**src/rtl/spi_master_ctl.sv**
```systemverilog
// SPI mode-0 master: one 32-bit full-duplex frame per start edge, four chip selects.
// Define SPI_LSB_FIRST_EN to shift bit 0 first on both MOSI and MISO.
module spi_master_ctl #(
  parameter int unsigned CLK_DIV  = 4,
  parameter int unsigned CS_SETUP = 2
) (
  input  logic        clk_i,
  input  logic        reset_i,
  input  logic [31:0] SPI_DAT_I,
  input  logic        SPI_START_I,
  input  logic [1:0]  SPI_SEL_I,
  output logic [31:0] SPI_DAT_O,
  output logic        SPI_DONE_O,
  output logic        SPI_BUSY_O,
  output logic        SPI_SCLK,
  output logic        SPI_MOSI,
  input  logic        SPI_MISO,
  output logic [3:0]  SPI_CS_N
);

  localparam logic [1:0] S_IDLE  = 2'd0;
  localparam logic [1:0] S_SETUP = 2'd1;
  localparam logic [1:0] S_SHIFT = 2'd2;
  localparam logic [1:0] S_HOLD  = 2'd3;

  localparam logic [7:0] DIV_LAST = 8'(CLK_DIV - 1);
  localparam logic [7:0] SET_LAST = 8'(CS_SETUP - 1);

  logic [1:0]  state_q, state_d;
  logic [7:0]  cnt_q, cnt_d;
  logic [5:0]  bit_q, bit_d;
  logic [31:0] tx_q, tx_d;
  logic [31:0] rx_q, rx_d;
  logic [31:0] dat_q, dat_d;
  logic [3:0]  cs_n_q, cs_n_d;
  logic        start_q, start_d;
  logic        sclk_q, sclk_d;
  logic        mosi_q, mosi_d;
  logic        done_q, done_d;
  logic        busy_q, busy_d;
  logic        launch;
  logic        div_end;

  assign launch  = SPI_START_I & ~start_q
                 & (state_q == S_IDLE);
  assign div_end = (cnt_q == DIV_LAST);

  always_comb begin
    state_d = state_q;
    cnt_d   = cnt_q;
    bit_d   = bit_q;
    tx_d    = tx_q;
    rx_d    = rx_q;
    dat_d   = dat_q;
    cs_n_d  = cs_n_q;
    sclk_d  = sclk_q;
    mosi_d  = mosi_q;
    done_d  = done_q;
    busy_d  = busy_q;
    start_d = SPI_START_I;
    case (state_q)
      S_IDLE: begin
        if (launch) begin
          state_d = S_SETUP;
          cnt_d   = 8'd0;
          bit_d   = 6'd0;
          tx_d    = SPI_DAT_I;
          cs_n_d  = ~(4'b0001 << SPI_SEL_I);
          sclk_d  = 1'b0;
          done_d  = 1'b0;
          busy_d  = 1'b1;
`ifdef SPI_LSB_FIRST_EN
          mosi_d  = SPI_DAT_I[0];
`else
          mosi_d  = SPI_DAT_I[31];
`endif
        end
      end
      S_SETUP: begin
        if (cnt_q == SET_LAST) begin
          state_d = S_SHIFT;
          cnt_d   = 8'd0;
        end else begin
          cnt_d = cnt_q + 8'd1;
        end
      end
      S_SHIFT: begin
        if (div_end) begin
          cnt_d  = 8'd0;
          sclk_d = ~sclk_q;
          if (!sclk_q) begin
`ifdef SPI_LSB_FIRST_EN
            rx_d = {SPI_MISO, rx_q[31:1]};
`else
            rx_d = {rx_q[30:0], SPI_MISO};
`endif
          end else if (bit_q == 6'd31) begin
            state_d = S_HOLD;
          end else begin
            bit_d = bit_q + 6'd1;
`ifdef SPI_LSB_FIRST_EN
            tx_d   = {1'b0, tx_q[31:1]};
            mosi_d = tx_q[1];
`else
            tx_d   = {tx_q[30:0], 1'b0};
            mosi_d = tx_q[30];
`endif
          end
        end else begin
          cnt_d = cnt_q + 8'd1;
        end
      end
      default: begin
        if (div_end) begin
          state_d = S_IDLE;
          cnt_d   = 8'd0;
          cs_n_d  = 4'hF;
          mosi_d  = 1'b0;
          dat_d   = rx_q;
          done_d  = 1'b1;
          busy_d  = 1'b0;
        end else begin
          cnt_d = cnt_q + 8'd1;
        end
      end
    endcase
  end

  // start_q resets high so a level held through reset cannot launch
  always_ff @(posedge clk_i) begin
    if (reset_i) begin
      state_q <= S_IDLE;
      cnt_q   <= 8'd0;
      bit_q   <= 6'd0;
      tx_q    <= 32'd0;
      rx_q    <= 32'd0;
      dat_q   <= 32'd0;
      cs_n_q  <= 4'hF;
      start_q <= 1'b1;
      sclk_q  <= 1'b0;
      mosi_q  <= 1'b0;
      done_q  <= 1'b0;
      busy_q  <= 1'b0;
    end else begin
      state_q <= state_d;
      cnt_q   <= cnt_d;
      bit_q   <= bit_d;
      tx_q    <= tx_d;
      rx_q    <= rx_d;
      dat_q   <= dat_d;
      cs_n_q  <= cs_n_d;
      start_q <= start_d;
      sclk_q  <= sclk_d;
      mosi_q  <= mosi_d;
      done_q  <= done_d;
      busy_q  <= busy_d;
    end
  end

  assign SPI_DAT_O  = dat_q;
  assign SPI_DONE_O = done_q;
  assign SPI_BUSY_O = busy_q;
  assign SPI_SCLK   = sclk_q;
  assign SPI_MOSI   = mosi_q;
  assign SPI_CS_N   = cs_n_q;

endmodule
```
**config.mk**
```make
export PLATFORM = sky130hd
export DESIGN_NAME = spi_master_ctl
export DESIGN_NICKNAME = d
export VERILOG_FILES = /design/src/rtl/spi_master_ctl.sv
export SDC_FILE = /design/constraint.sdc
export NUM_CORES = 1
export LEC_CHECK = 0
export CAP_MARGIN = 10
export CORE_MARGIN = 1
export CORE_UTILIZATION = 53
export CTS_CLUSTER_DIAMETER = 40
export DETAILED_ROUTE_END_ITERATION = 8
export PLACE_DENSITY = 0.77
export SETUP_SLACK_MARGIN = 0.02
export SLEW_MARGIN = 20
export SYNTH_ARGS = -nofsm -noshare
export SYNTH_HDL_FRONTEND = slang
export SYNTH_SLANG_ARGS = --single-unit
```
**constraint.sdc**
```tcl
create_clock -name clk_i -period 2.7 [get_ports clk_i]
set_clock_uncertainty 0.05 [all_clocks]
set_input_delay 0.54 -clock clk_i [delete_from_list [all_inputs] [get_ports clk_i]]
set_output_delay 0.54 -clock clk_i [all_outputs]
set_load 0.02 [all_outputs]
```
==> results of run 1 <==
final cells by class:
cell class              instances  area share (%)
clock buffers                  18            6.74
clock inverters                14            3.45
inverters                       5           0.296
multi-input cells             403            36.0
flip-flops and latches        120            37.8
well taps                     108            2.13
repair buffers                 89            13.5
logic make-up (layout without fill, tap and decap cells):
family | Yosys count | count (layout) | synth area share, %
xor+xnor | 5 | 5 | 0.897
compound gates | 169 | 169 | 20.2
flops | 120 | 120 | 49.2
fa+ha+maj | 7 | 7 | 1.79
mux | 30 | 30 | 6.15
buf+inv | 50 | 126 | 4.23
simple gates | 192 | 192 | 17.6
metrics by stage:
| stage | hold slack (ns) | setup WS [ns] |
|---|---|---|
| 2_1_floorplan | 0.382 | 0.710 |
| 3_3_place_gp | 0.392 | 0.412 |
| 3_5_place_dp | 0.397 | 0.376 |
| 4_1_cts | 0.404 | 0.379 |
| 5_1_grt | 0.420 | 0.221 |
| 6_report | 0.402 | 0.377 |
registers in the layout, indices dropped and copies added, names as in the netlist:
name,flops
SPI_BUSY_O,1
SPI_CS_N,4
SPI_DAT_O,32
SPI_DONE_O,1
SPI_MOSI,1
SPI_SCLK,1
bit_q,6
cnt_q,8
rx_q,32
start_q,1
state_q,2
tx_q,31
cells in the final DEF, fill, tap and decap left out, types with 3 or more instances in the layout:
master and instances:
a211oi_1 37, a21oi_1 108, a31oi_1 4, and3_1 6, and4_1 3, buf_4 13, bufinv_16 5, clkbuf_16 16
clkdlybuf4s50_1 76, dfxtp_1 120, ha_1 6, inv_1 5, inv_6 3, mux2i_1 30, nand2_1 139, nand2b_1 6
nand3_1 10, nand3b_1 3, nor2_1 4, nor3_1 4, o21ai_0 7, or3_1 3, xnor2_1 3
report_power, final:
part | internal (mW) | switching, mW
Clock | 1.62 | 0.832
Combinational | 0.270 | 0.373
Sequential | 1.86 | 0.0520
cell usage after synthesis (3+ instances only):
cell type,count
nand3_1,10
and4_1,3
or3_1,3
mux2i_1,30
nand3b_1,3
o21ai_0,7
a31oi_1,4
inv_1,5
dfxtp_1,120
nor2_1,5
xnor2_1,3
clkbuf_1,29
ha_1,7
a211oi_1,37
and3_1,6
nand2_1,139
a21oi_1,108
buf_2,15
nor3_1,5
nand2b_1,6
per-layer routing:
metal / part of all wire, % / vias up / GRT usage (%)
li1: - / 2142 / -
met1: 45 / 1998 / 27.7
met2: 49 / 104 / 38.2
met3: 5.1 / 14 / 6.01
met4: 1.2 / 0 / 8.39
met5: 0 / - / 0
how the worst max path moves through the flow:
stage	from	to	cells after the start
final	cnt_q[2]	rx_q[2]	5
after detailed placement	SPI_START_I	SPI_BUSY_O	6
after global placement	SPI_START_I	cnt_q[2]	5
after global routing	state_q[0]	rx_q[14]	6
after CTS	cnt_q[2]	rx_q[2]	5
after floorplan	state_q[0]	cnt_q[2]	7
worst reg2reg max path, delay by kind of cell, from the launching register on:
family | cells | cell delay (ns)
flip-flops | 1 | 0.37
AND/OR/NAND/NOR | 4 | 1.65
AO/OA/AOI/OAI | 1 | 0.09
==> flow_summary.json, run 1 <==
{
  "status": "finished, violations left",
  "violations": "DRC",
  "wire_per_inst_um": 13.8,
  "synth.distinct_cells": 42,
  "drt-total-wl_mm": 10.4,
  "worstHoldEndpoint": "SPI_DAT_O[25]",
  "synthCells": 573,
  "drc": 4,
  "rr_startpoint": "cnt_q[2]",
  "globalplace.congestion": 0.784,
  "max-vdd-ir-drop_v": 0.000469,
  "crit_required_ns": 3.01,
  "r2r-end": "rx_q[2]",
  "layout.cells.non_filler": 757,
  "finalHoldViolCount": 0,
  "synth_top_area_share_pct": 49.2,
  "clock_path_buffers": 2,
  "area_growth_pct": 30.0,
  "syn_area_per_cell_um2": 8.52,
  "initial_core_util_pct": 55.5,
  "min_from": "SPI_DAT_O[25]",
  "design_area_um2": 6350,
  "numCtsBuffers": 17,
  "final_core_util_pct": 72.1,
  "viasPerCell": 5.62,
  "n_antenna_cell": 0,
  "h-tree-depth": 4,
  "ff2ff_path_depth": 5,
  "arrival_ns": 2.63,
  "tns_ns": 0,
  "dr.pass1.iters": 7,
  "register_area_um2": 2400,
  "grt_max_degree": 79,
  "setup_violations": 0,
  "synth_ff_type": "dfxtp_1",
  "grt_pass1_wl_mm": 17.7,
  "die_w_um": 98.0,
  "clkLatencyLatePin_ns": 0.52,
  "first_iter_violations": 186,
  "synth_nets": 618,
  "synth_seq_cells": 120,
  "maxCapViolCount": 0,
  "period_share_pct": 86.0,
  "drive_above_1_share_pct": 8.63,
  "fmax_ghz": 0.430,
  "fp.dieArea_um2": 9600,
  "rsz0062_at_grt": "no",
  "max_slew_margin_pct": 29.8,
  "portBuffers": 77,
  "ys_seq_area_share_pct": 49.2,
  "vias": 4258,
  "fillers": 701,
  "synth-edff-count": 0,
  "ios": 78,
  "dpl.cell_count": 725,
  "ys_top_cells_by_area": "dfxtp_1 (49%), a21oi_1 (11%), nand2_1 (11%)",
  "cpMaxStageDelayCell": "or3_1",
  "numClockSinks": 120,
  "power_density_nw_per_um2": 789,
  "path_clk_slew_ns": 0.06,
  "period_minus_slack_ns": 2.32,
  "drv_slew": 0,
  "critical_path_buf_inv_count": 0,
  "clock-root-buffer": "clkbuf_8",
  "ys_warn_count": 0,
  "multi_input_area_um2": 2290,
  "synth.largest_area_cell": "dfxtp_1",
  "max_stage_delay_ns": 0.78,
  "antenna_left": 0,
  "die_h_um": 98.0,
  "antenna_found_initial": 0,
  "async_flop_share_pct": 0,
  "grt_remaining_overflow": 0,
  "cp_max_fo": 32,
  "min_path_cells": 2,
  "critPathCaptureType": "flip-flop",
  "placed_area_um2": 5700,
  "grt_pass1_vias": 3912,
  "cp-start-kind": "flip-flop",
  "std_cell_rows": 34,
  "cts_hold_repair.buffers": 0,
  "power_mw": 5.01,
  "cp_top_family": "simple AND/OR/NAND/NOR gates",
  "hpwl_mm": 6.37,
  "cts_tree": "done",
  "synth.cell_area_um2": 4880,
  "layout.nets": 681,
  "post_cts_resized": 0,
  "worstMarginPinSlew_ns": 1.05,
  "hold_path_class": "flip-flop to flip-flop",
  "path_cells": "nor4_4, nand3_1, or3_1, nand2_1, a21oi_1",
  "grt_usage_pct": 22.7,
  "path_class": "flip-flop to flip-flop",
  "leakage_nw": 2.09,
  "core_area_um2": 8810,
  "reg2reg_setup_slack_ns": 0.38,
  "post_cts_buffers": 0
}
(Power assumes the default switching activity.)
==> inputs of run 2 (changes only) <==
--- a/config.mk
+++ b/config.mk
@@ -7,10 +7,10 @@
 export LEC_CHECK = 0
 export CAP_MARGIN = 10
 export CORE_MARGIN = 1
-export CORE_UTILIZATION = 53
+export CORE_UTILIZATION = 48
 export CTS_CLUSTER_DIAMETER = 40
 export DETAILED_ROUTE_END_ITERATION = 8
-export PLACE_DENSITY = 0.77
+export PLACE_DENSITY = 0.71
 export SETUP_SLACK_MARGIN = 0.02
 export SLEW_MARGIN = 20
 export SYNTH_ARGS = -nofsm -noshare
==> flow_summary.json, run 2 (synthesis results as in run 1) <==
{
  "grt_remaining_overflow": 0,
  "final_core_util_pct": 64.5,
  "layout.nets": 681,
  "die_h_um": 103,
  "path_class": "flip-flop to flip-flop",
  "ff2ff_path_depth": 5,
  "die_w_um": 103,
  "startpoint": "cnt_q[2]",
  "portBuffers": 77,
  "numCtsBuffers": 17,
  "clock_path_buffers": 2,
  "first_iter_violations": 205,
  "hold_path_class": "primary input to flip-flop",
  "placed_area_um2": 5750,
  "multi_input_area_um2": 2290,
  "post_cts_buffers": 0,
  "fmax_ghz": 0.435,
  "grt_pass1_wl_mm": 17.4,
  "worstMarginPinSlew_ns": 1.02,
  "max-vdd-ir-drop_v": 0.000418,
  "drt-total-wl_mm": 10.4,
  "design_area_um2": 6330,
  "area_growth_pct": 29.7,
  "maxCapViolCount": 0,
  "clock-root-buffer": "clkbuf_8",
  "arrival_ns": 2.62,
  "setup_violations": 0,
  "grt_max_degree": 53,
  "clkLatencyLatePin_ns": 0.51,
  "vias": 4157,
  "h-tree-depth": 4,
  "drv_slew": 0,
  "numClockSinks": 120,
  "period_share_pct": 85.1,
  "post_cts_resized": 0,
  "antenna_left": 0,
  "fillers": 880,
  "ios": 78,
  "fp.dieArea_um2": 10600,
  "grt_busiest_layer": "met2",
  "grt_pass1_vias": 3884,
  "initial_core_util_pct": 49.7,
  "layout_commonest_cell": "nand2_1",
  "register_area_um2": 2400,
  "grt_use_met3_pct": 6.98,
  "drc": 0,
  "wire_per_inst_um": 13.4,
  "globalplace.congestion": 0.841,
  "tns_ns": 0,
  "grt_util_met2_pct": 35.9,
  "dr.pass1.iters": 4,
  "n_antenna_cell": 0,
  "reg2reg_setup_slack_ns": 0.40,
  "antenna_found_initial": 0,
  "std_cell_rows": 36,
  "rsz0062_at_grt": "no",
  "crit_path_end": "rx_q[21]",
  "period_minus_slack_ns": 2.30,
  "cp_max_fo": 32,
  "power_density_nw_per_um2": 754,
  "cts_tree": "done",
  "grt_usage_pct": 21.3,
  "status": "finished clean",
  "finalHoldViolCount": 0,
  "grt_use_met1_pct": 25.4,
  "hpwl_mm": 6.60,
  "drive_above_1_share_pct": 8.32,
  "core_area_um2": 9820,
  "max_slew_margin_pct": 32.0,
  "path_clk_slew_ns": 0.06,
  "critPathCaptureType": "flip-flop",
  "rr_startpoint": "cnt_q[2]",
  "cts_hold_repair.buffers": 0,
  "mostFrequentLayoutCells": "nand2_1 (139), dfxtp_1 (120), a21oi_1 (108), clkdlybuf4s50_1 (76), a211oi_1 (37)",
  "leakage_nw": 2.06,
  "viasPerCell": 5.32,
  "r2r-end": "rx_q[21]",
  "cp-start-kind": "flip-flop",
  "crit_required_ns": 3.02
}
-- run 2: changes by cell type in the layout (fill, tap and decap cells not counted) --
cell        previous run  this run
inv_6                  3         0
clkinv_4               2         1
buf_12                 0         1
bufinv_16              5         3
clkbuf_1               0         2
buf_4                 13        12
clkinvlp_4             2         5
clkinv_2               2         3
-- run 2: layout make-up --
class                   instances  area share, %
inverters                       5          0.296
flip-flops and latches        120           37.9
well taps                     133           2.63
repair buffers                 89           13.7
multi-input cells             403           36.1
clock buffers                  20           6.87
clock inverters                12           2.39
-- run 2: routing by layer --
| layer | vias up | wire [µm] |
|---|---|---|
| li1 | 2138 | - |
| met1 | 1938 | 4880 |
| met2 | 77 | 5060 |
| met3 | 4 | 455 |
| met4 | 0 | 53 |
| met5 | - | 0 |
-- run 2: how the worst min path moves through the flow --
stage	startpoint	endpoint	slack [ns]	cells after the start
final	reset_i	SPI_SCLK	0.39	2
after floorplan	rx_q[31]	SPI_DAT_O[31]	0.38	2
after CTS	reset_i	cnt_q[0]	0.37	2
after global placement	SPI_DAT_O[31]	SPI_DAT_O[31]	0.39	2
after global routing	reset_i	bit_q[5]	0.38	2
after detailed placement	SPI_DAT_O[31]	SPI_DAT_O[31]	0.40	2
-- run 2: where the power goes --
group / switching [mW] / total, mW / internal, mW
combinational: 0.374 / 0.646 / 0.272
clock: 0.792 / 2.22 / 1.42
sequential: 0.0529 / 1.91 / 1.86
total: 1.22 / 4.78 / 3.56
-- run 2: per-stage QoR --
step	setup slack (ns)	total power, mW	instances	hold WS, ns
floorplan	0.710	2.39	573	0.382
global placement	0.416	2.57	750	0.393
detailed placement	0.389	2.59	750	0.397
CTS	0.410	4.81	782	0.370
global route	0.240	4.98	782	0.379
finish	0.402	4.78	782	0.390
-- run 2: worst max-delay path: stages (launching register included) --
cell and delay [ns]:
dfxtp_1 0.37, nor4_4 0.44, nand3_1 0.20, or3_1 0.76, nand2_1 0.25, a21oi_1 0.09
==> inputs of run 3 (changes only) <==
--- a/config.mk
+++ b/config.mk
@@ -5,13 +5,15 @@
 export SDC_FILE = /design/constraint.sdc
 export NUM_CORES = 1
 export LEC_CHECK = 0
+export ABC_AREA = 1
 export CAP_MARGIN = 10
 export CORE_MARGIN = 1
 export CORE_UTILIZATION = 48
 export CTS_CLUSTER_DIAMETER = 40
 export DETAILED_ROUTE_END_ITERATION = 8
-export PLACE_DENSITY = 0.71
+export PLACE_DENSITY = 0.7
 export SETUP_SLACK_MARGIN = 0.02
+export SKIP_LAST_GASP = 1
 export SLEW_MARGIN = 20
 export SYNTH_ARGS = -nofsm -noshare
 export SYNTH_HDL_FRONTEND = slang
==> flow_summary.json, run 3 <==
{
  "status": "finished clean",
  "synth_top_area_share_pct": 47.5,
  "grt_pass1_wl_mm": 19.0,
  "clkLatencyLatePin_ns": 0.50,
  "cts_hold_repair.buffers": 0,
  "globalplace.congestion": 0.821,
  "path_cells": "inv_1, ha_1, inv_1, nor2_1, nand2_1, inv_1, nor2_1, nor2_1",
  "wire_per_inst_um": 12.0,
  "synth-edff-count": 0,
  "grt_use_met1_pct": 25.3,
  "area_growth_pct": 27.7,
  "std_cell_rows": 37,
  "vias": 4709,
  "ys_warn_count": 0,
  "grt_busiest_layer": "met2",
  "crit_required_ns": 3.08,
  "reg2reg_setup_slack_ns": 0.49,
  "layout.nets": 825,
  "tns_ns": 0,
  "cp-start-kind": "flip-flop",
  "synth_nets": 762,
  "drt-total-wl_mm": 11.2,
  "core_area_um2": 10300,
  "grt_usage_pct": 21.2,
  "fmax_ghz": 0.453,
  "drive_above_1_share_pct": 5.93,
  "antenna_found_initial": 0,
  "rsz0062_at_grt": "no",
  "die_h_um": 105,
  "synth.distinct_cells": 24,
  "dr.pass1.iters": 5,
  "period_share_pct": 81.7,
  "synth_ff_type": "dfxtp_1",
  "synthCells": 717,
  "layout_commonest_cell": "nor2_1",
  "fp.dieArea_um2": 11000,
  "synth_common_cells": "nor2_1 (169), nand2_1 (165), dfxtp_1 (120), o21ai_0 (71), nand3_1 (45)",
  "dpl.cell_count": 897,
  "grt_pass1_vias": 4291,
  "setup_violations": 0,
  "ys_top_cells_by_area": "dfxtp_1 (47%), nor2_1 (13%), nand2_1 (12%)",
  "h-tree-depth": 4,
  "drv_slew": 0,
  "leakage_nw": 2.58,
  "cts_tree": "done",
  "drc": 0,
  "cpMaxStageDelayCell": "inv_1",
  "cp_max_fo": 32,
  "arrival_ns": 2.59,
  "die_w_um": 105,
  "syn_area_per_cell_um2": 7.06,
  "post_cts_buffers": 0,
  "n_antenna_cell": 0,
  "max_stage_delay_ns": 0.73,
  "numCtsBuffers": 17,
  "max_slew_margin_pct": 34.2,
  "async_flop_share_pct": 0,
  "first_iter_violations": 211,
  "grt_max_degree": 65,
  "grt_remaining_overflow": 0,
  "max-vdd-ir-drop_v": 0.000616,
  "hold_path_class": "flip-flop to flip-flop",
  "layout.cells.non_filler": 928,
  "portBuffers": 77,
  "viasPerCell": 5.07,
  "synth.cell_area_um2": 5060,
  "finalHoldViolCount": 0,
  "mostFrequentLayoutCells": "nor2_1 (169), nand2_1 (165), dfxtp_1 (120), clkdlybuf4s50_1 (77), o21ai_0 (71)",
  "worstMarginPinSlew_ns": 0.987,
  "grt_util_met2_pct": 36.4,
  "yosysMostFrequentCell": "nor2_1",
  "period_minus_slack_ns": 2.21,
  "synth.largest_area_cell": "dfxtp_1",
  "ios": 78,
  "critPathCaptureType": "flip-flop",
  "synth_seq_cells": 120,
  "ff2ff_path_depth": 8,
  "path_clk_slew_ns": 0.06,
  "numClockSinks": 120,
  "clock_path_buffers": 2,
  "ys_seq_area_share_pct": 47.5,
  "min_path_cells": 2,
  "maxCapViolCount": 0,
  "post_cts_resized": 0,
  "grt_use_met3_pct": 4.87,
  "initial_core_util_pct": 49.2,
  "antenna_left": 0,
  "path_class": "flip-flop to flip-flop",
  "hpwl_mm": 6.83,
  "clock-root-buffer": "clkbuf_8",
  "power_density_nw_per_um2": 997
}
-- run 3: cell count changes after synthesis, moves of 5 or more --
cell,previous run,this run
a211oi_1,37,0
a21oi_1,108,42
and3_1,6,0
buf_6,0,5
clkbuf_1,29,24
inv_1,5,26
mux2i_1,30,0
nand2_1,139,165
nand2b_1,6,0
nand3_1,10,45
nor2_1,5,169
o21ai_0,7,71
-- run 3: metal layers --
metal	routed length (µm)	vias up	part of all wire [%]
li1	-	2426	-
met1	5080	2118	45
met2	5370	145	48
met3	531	20	4.8
met4	192	0	1.7
met5	0	-	0
-- run 3: power by group --
| group | internal (mW) | leakage [nW] | switching, mW |
|---|---|---|---|
| Combinational | 0.686 | 1.31 | 1.33 |
| Sequential | 2.01 | 0.972 | 0.147 |
| Clock | 1.44 | 0.294 | 0.828 |
-- run 3: final cells by class --
type	count	area, µm²
repair buffers	88	866
fillers	959	3810
clock buffers	18	428
inverters	27	101
multi-input cells	526	2330
flip-flops and latches	120	2400
well taps	136	170
clock inverters	13	171
-- run 3: cells by family after synthesis --
group                    synth area share, %
AO/OA/AOI/OAI                           12.0
buffers and inverters                   6.58
flip-flops                              47.5
AND/OR/NAND/NOR                         31.7
adder cells (fa/ha/maj)                 1.73
XOR/XNOR                               0.519
-- run 3: critical path, delay by kind of cell (launching register included) --
family	cells	cell delay, ns
buffers and inverters	3	0.87
AND/OR/NAND/NOR	4	0.70
flip-flops	1	0.34
adder cells (fa/ha/maj)	1	0.17
-- run 3: final timing paths --
check,startpoint,to
worst max-delay path,state_q[0],rx_q[21]
worst min-delay path,tx_q[4],tx_q[4]
worst max register to register,state_q[0],rx_q[21]
worst min register to register,tx_q[4],tx_q[4]
-- run 3: per-stage QoR --
stage	instance area, µm²	utilization, %	hold WS, ns	power, mW	setup slack, ns
2_1_floorplan	5060	-	0.389	3.75	0.888
3_3_place_gp	5870	57.1	0.398	4.13	0.517
6_report	6460	62.9	0.412	6.45	0.493
4_1_cts	6460	62.9	0.412	6.46	0.507
5_1_grt	6460	62.9	0.427	6.82	0.321
3_5_place_dp	5870	57.1	0.403	4.17	0.461
